File: src/rtl/board_store.sv
// board_store: Avalon-MM responder serving chess boards from local RAM with a fixed-latency, in-order read pipe.
// Optional macro BOARD_STORE_START_POS_EN: the clear sweep loads board 0 with the standard start position.
module board_store #(
    parameter int unsigned NUM_BOARDS   = 9,
    parameter logic [31:0] BASE_ADDR    = 32'h0000_0000,
    parameter int unsigned READ_LATENCY = 2,
    parameter int unsigned MAX_PENDING  = 4
) (
    input  logic        clk,
    input  logic        rst_n,
    output logic        slave_waitrequest,
    input  logic [31:0] slave_address,
    input  logic        slave_read,
    output logic [31:0] slave_readdata,
    output logic        slave_readdatavalid,
    input  logic        slave_write,
    input  logic [31:0] slave_writedata,
    output logic        init_done,
    output logic        proto_err
);

    localparam int unsigned DEPTH = NUM_BOARDS * 64;
    localparam int unsigned IW    = $clog2(DEPTH);
    localparam int unsigned PW    = $clog2(MAX_PENDING + 1);

    typedef enum logic {CLEAR, SERVE} state_t;

    state_t            state, state_next;
    logic [IW-1:0]     clr_idx, clr_idx_next;
    logic [7:0]        mem [DEPTH];
    logic [PW-1:0]     pending, pending_next;
    logic [READ_LATENCY-1:0] pipe_v;
    logic [7:0]        pipe_d [READ_LATENCY];

    logic [29:0]       word_idx;
    logic              in_range;
    logic [7:0]        rd_word;
    logic [7:0]        clr_word;
    logic              rd_acc, wr_acc;
    logic              mem_we;
    logic [IW-1:0]     mem_waddr;
    logic [7:0]        mem_wdata;
    logic              wait_next, err_next, init_next;
    logic              unused_wdata_hi;

    assign unused_wdata_hi = ^slave_writedata[31:8];

`ifdef BOARD_STORE_START_POS_EN
    function automatic logic [7:0] start_word(input logic [IW-1:0] idx);
        logic [7:0] back;
        logic [7:0] w;
        case (idx[2:0])
            3'd0, 3'd7: back = 8'd4;
            3'd1, 3'd6: back = 8'd2;
            3'd2, 3'd5: back = 8'd3;
            3'd3:       back = 8'd5;
            default:    back = 8'd6;
        endcase
        w = 8'd0;
        if (32'(idx) < 32'd64) begin
            case (idx[5:3])
                3'd0:    w = back;
                3'd1:    w = 8'd1;
                3'd6:    w = 8'hFF;
                3'd7:    w = 8'd0 - back;
                default: w = 8'd0;
            endcase
        end
        return w;
    endfunction
    assign clr_word = start_word(clr_idx);
`else
    assign clr_word = 8'd0;
`endif

    // Address decode; out-of-range reads return 0xFF, which sign-extends to all ones.
    always_comb begin
        word_idx = 30'((slave_address - BASE_ADDR) >> 2);
        in_range = (slave_address >= BASE_ADDR) && (word_idx < 30'(DEPTH));
        rd_word  = in_range ? mem[word_idx[IW-1:0]] : 8'hFF;
    end

    always_ff @(posedge clk or negedge rst_n) begin
        if (!rst_n) begin
            state   <= CLEAR;
            clr_idx <= '0;
        end else begin
            state   <= state_next;
            clr_idx <= clr_idx_next;
        end
    end

    always_comb begin
        state_next   = state;
        clr_idx_next = clr_idx;
        mem_we       = 1'b0;
        mem_waddr    = clr_idx;
        mem_wdata    = 8'd0;
        rd_acc       = 1'b0;
        wr_acc       = 1'b0;
        err_next     = proto_err;
        init_next    = init_done;
        pending_next = pending;
        case (state)
            CLEAR: begin
                mem_we    = 1'b1;
                mem_wdata = clr_word;
                init_next = 1'b0;
                if (clr_idx == IW'(DEPTH - 1)) begin
                    state_next   = SERVE;
                    clr_idx_next = '0;
                    init_next    = 1'b1;
                end else begin
                    clr_idx_next = clr_idx + IW'(1);
                end
            end
            SERVE: begin
                wr_acc = slave_write && !slave_waitrequest;
                rd_acc = slave_read && !slave_write && !slave_waitrequest;
                if (wr_acc && in_range) begin
                    mem_we    = 1'b1;
                    mem_waddr = word_idx[IW-1:0];
                    mem_wdata = slave_writedata[7:0];
                end
                if ((wr_acc || rd_acc) && !in_range) err_next = 1'b1;
                if (wr_acc && slave_read)            err_next = 1'b1;
            end
            default: state_next = CLEAR;
        endcase
        // A read retires on the cycle its valid is presented
        case ({rd_acc, slave_readdatavalid})
            2'b10:   pending_next = pending + PW'(1);
            2'b01:   pending_next = pending - PW'(1);
            default: pending_next = pending;
        endcase
        wait_next = (state_next == CLEAR) ||
                    ((pending_next == PW'(MAX_PENDING)) && !pipe_v[READ_LATENCY-1]);
    end

    always_ff @(posedge clk or negedge rst_n) begin
        if (!rst_n) begin
            pending             <= '0;
            pipe_v              <= '0;
            slave_waitrequest   <= 1'b1;
            slave_readdatavalid <= 1'b0;
            slave_readdata      <= 32'h0;
            init_done           <= 1'b0;
            proto_err           <= 1'b0;
        end else begin
            pending             <= pending_next;
            pipe_v[0]           <= rd_acc;
            for (int i = 1; i < int'(READ_LATENCY); i++) pipe_v[i] <= pipe_v[i-1];
            slave_waitrequest   <= wait_next;
            slave_readdatavalid <= pipe_v[READ_LATENCY-1];
            if (pipe_v[READ_LATENCY-1])
                slave_readdata <= {{24{pipe_d[READ_LATENCY-1][7]}}, pipe_d[READ_LATENCY-1]};
            init_done           <= init_next;
            proto_err           <= err_next;
        end
    end

    // RAM and read-data pipe carry no reset; the valid pipe gates them.
    always_ff @(posedge clk) begin
        if (mem_we) mem[mem_waddr] <= mem_wdata;
        pipe_d[0] <= rd_word;
        for (int i = 1; i < int'(READ_LATENCY); i++) pipe_d[i] <= pipe_d[i-1];
    end

endmodule

File: config.mk
export PLATFORM = sky130hd
export DESIGN_NAME = board_store
export DESIGN_NICKNAME = d
export VERILOG_FILES = /design/src/rtl/board_store.sv
export SDC_FILE = /design/constraint.sdc
export NUM_CORES = 2
export LEC_CHECK = 0
export CAP_MARGIN = 30
export CORE_ASPECT_RATIO = 1.75
export CORE_MARGIN = 1
export CORE_UTILIZATION = 35
export CTS_CLUSTER_DIAMETER = 80
export DETAILED_ROUTE_END_ITERATION = 10
export GPL_ROUTABILITY_DRIVEN = 0
export PLACE_DENSITY = 0.51
export SLEW_MARGIN = 20
export SYNTH_ARGS = -nofsm -noshare
export SYNTH_HDL_FRONTEND = slang
export SYNTH_MEMORY_MAX_BITS = 65536
export SYNTH_SLANG_ARGS = --single-unit
File: constraint.sdc
create_clock -name clk -period 16 [get_ports clk]
set_input_delay 4 -clock clk [delete_from_list [all_inputs] [get_ports clk]]
set_output_delay 4 -clock clk [all_outputs]
set_load 0.02 [all_outputs]
==> summary.txt <==
Yosys
  – EDFF count, synth: 4608
  – Mux cell area share after synthesis: 0.154
  – Mapped cell area: 181000 µm²
  – Synth Area in Compound Gates: 0.0275
  – YS warnings: 0
  – Adder-Cell Fraction of Synth Area: 0.000304
  – Largest family of logic cells by synthesized area: multiplexers
  – Syn Inst Count: 8608
  – Post-synth top area share: 0.764
  – Top post-synthesis cells by area: edfxtp_1 76%, mux4_2 13%, mux2i_1 1.8%
  – Syn Nets: 8679
  – Register area share after synthesis: 0.769
  – Avg Inst Size Synth: 21.1 µm²
  – Fraction of registers with async set/reset: 0.00602
  – Main synth FF type: edfxtp_1
  – Xor/xnor share of the synthesized area: 0.000483
  – Synth Area in Simple Gates: 0.0291
  – Number of synthesized register bits: 4652
  – Netlist cell types: 94
  – Area leader, netlist: edfxtp_1

Critical path
  – Setup CP Type: input port to flop
  – Worst EP arrival: 9.79 ns
  – Reg-to-Reg End: mem[451][7]$_DFFE_PP_
  – CP Capture Point: mem[451][7]$_DFFE_PP_
  – R2r worst-path depth: 6
  – Flop2flop setup slack: 10.53 ns
  – Launch point of the worst reg-to-reg path: state$_DFF_PN0_
  – Worst-path fanout max: 25
  – Worst Path Required: 16.62 ns
  – Worst-path cell chain: clkdlybuf4s50_1 > buf_4 > o31ai_1 > and3_1 > and4_2 > mux2i_2 > nand3_2 > buf_4 > nor2_1
  – Slowest stage delay, CP: 0.89 ns
  – CP startpoint: slave_address[11]
  – Crit path top cell by count: buf_4
  – CP Capture Type: flop
  – Worst setup SP type: input port
  – Critical path's slowest cell: and4_2

STA
  – Sum Neg Setup Slack: 0 ns
  – Unrepaired setup endpoints after global routing: false
  – Worst slew pin tran: 1.28 ns
  – Hold WS: 0.329 ns
  – Skew final: 0.0502 ns
  – Fin crit share: 0.573
  – Slew Limit Fails: 0
  – Final Hold Fails: 0
  – Slew margin rel.: 0.143
  – Max frequency: 109 MHz
  – Crit path time final: 9.17 ns
  – Final setup vio count: 0

Hold path
  – Worst hold start: pipe_d[0][5]$_SDFF_PP1_
  – Class of the most critical hold timing path: flop to flop

Global route
  – Gr usage total: 0.221
  – Largest net degree at the start of global routing: 220
  – Vias in the first global route: 93.8k
  – First-pass GRT wire length: 793000 µm
  – Initial antenna violation count: 41
  – Grt ovf: 0

Routing
  – DRT iter0 DRCs: 10.2k
  – WL/cell: 36.1 µm
  – Via density: 5.61
  – DR vias: 90.4k
  – Drt drc: 45
  – Drt total wl: 581000 µm
  – Drt first pass iters: 9
  – Post-DRT Antenna Nets: 0

Clock tree
  – Clock root cell: clkbuf_16
  – Num CTS Buffers: 400
  – Post-CTS Setup Bufs: 0
  – Clock Latency Late Sink: 0.99 ns
  – Clock Tree Buf Depth: 4
  – CTS tree: done
  – H-Tree Depth: 5
  – CTS Hold Bufs: 0
  – Post-CTS sizing: 0
  – Worst-path clk slew: 0.07 ns
  – Sink Count: 4652

Die
  – Io pins: 104
  – Placeable Area: 516000 µm²
  – Num rows: 349
  – Die H: 954 µm
  – Initial Utilization: 0.351
  – Die area: 521000 µm²
  – Die width: 546 µm

Power
  – Combinational Power Share: 0.030
  – Net Sw Frac: 0.210
  – Clock network power share: 0.417
  – VDD IR-drop max: 0.0000865 V
  – Total internal power: 18.8 mW
  – Leak: 51.0 nW
  – Sequential share of power: 0.554
  – PD cells: 117 nW/µm²
  – Sw Pwr: 5.00 mW

Place
  – Port bufs: 77
  – Final HPWL DP: 378000 µm

Status
  – Outcome: finished with violations
  – Failing checks: design-rule violations

Layout
  – Share of post-route cells with drive strength above 1: 0.232
  – P&R area growth vs syn: 12.5%
  – Leading cell type in the layout, fill and taps excluded: edfxtp_1
  – Most frequent cells in the layout: 4608 x edfxtp_1, 1062 x mux4_2, 673 x nor2_1
  – Final nets: 8949

Run
  – Max-Cap Viols: 0
## metrics by stage
stage          utilization  instances  total power [mW]  cell area (µm²)  setup slack [ns]
6_report             0.395      16100              23.8           204000              6.83
5_1_grt              0.395      16100              24.3           204000              6.85
4_1_cts              0.394      16000              23.9           203000              6.98
3_5_place_dp         0.369      15300              14.2           190000              5.90
3_3_place_gp         0.368      15300              14.1           190000              5.79
2_1_floorplan            -       8608              13.8           181000              1.81
## synthesized netlist by cell type (41+ instances only)
master and instances:
edfxtp_1 4608, mux4_2 1062, nor2_1 680, mux2i_1 334, nand2_1 249, clkbuf_1 199, a22oi_1 178, a21oi_1 135
buf_2 135, o22ai_1 104, buf_6 85, buf_4 65, nand3_1 64, o21ai_0 63, nor3_1 52, a211oi_1 41
## layer usage
layer / share of wire / wire (µm) / GRT usage
met5: 0.000089 / 52 / 0
met4: 0.074 / 43200 / 0.148
met3: 0.057 / 33000 / 0.0303
met2: 0.52 / 302000 / 0.390
met1: 0.35 / 203000 / 0.249
## critical path, delay by kind of cell
family          cells  cell delay [ns]
simple gates        4             3.41
mux                 1             0.78
buf+inv             3             1.23
compound gates      1             0.14
## sequential cells by signal, summed over array words and instances (netlist names)
| name | flops |
|---|---|
| proto_err | 1 |
| pipe_v | 2 |
| slave_readdatavalid | 1 |
| init_done | 1 |
| slave_readdata | 8 |
| clr_idx | 10 |
| state | 1 |
| pending | 3 |
| mem | 4608 |
| slave_waitrequest | 1 |
| pipe_d | 16 |
## power by group through the flow
| stage | Clock [mW] | Combinational (mW) | Sequential, mW |
|---|---|---|---|
| 2_1_floorplan | 0 | 0.401 | 13.4 |
| 3_3_place_gp | 0 | 0.705 | 13.4 |
| 3_5_place_dp | 0 | 0.711 | 13.4 |
| 4_1_cts | 10.1 | 0.711 | 13.2 |
| 5_1_grt | 10.4 | 0.718 | 13.2 |
| 6_report | 9.92 | 0.705 | 13.2 |
## worst min path at each step
stage,endpoint,slack (ns),cells past startpoint
floorplan,pipe_d[1][0]$_DFF_P_,0.31,0
global placement,pipe_d[1][7]$_DFF_P_,0.31,0
detailed placement,pipe_d[1][5]$_DFF_P_,0.32,0
CTS,pipe_d[1][5]$_DFF_P_,0.33,0
global route,pipe_d[1][5]$_DFF_P_,0.33,0
finish,pipe_d[1][5]$_DFF_P_,0.33,0
## area by class of cell
| type | count | area (µm²) |
|---|---|---|
| Fill cell | 45600 | 312000 |
| Sequential cell | 4652 | 139000 |
| Tap cell | 6844 | 8560 |
| Inverter | 13 | 61.3 |
| Antenna cell | 56 | 140 |
| Clock inverter | 228 | 2260 |
| Clock buffer | 502 | 10700 |
| Timing Repair Buffer | 417 | 3970 |
| Multi-Input combinational cell | 3394 | 38700 |
## kinds of logic after synthesis
logic type      after synthesis
simple gates               1218
mux                        1440
flops                      4652
fa+ha+maj                     4
xor+xnor                     10
compound gates              722
buf+inv                     562
No activity file was read; power rests on OpenSTA's default activity.
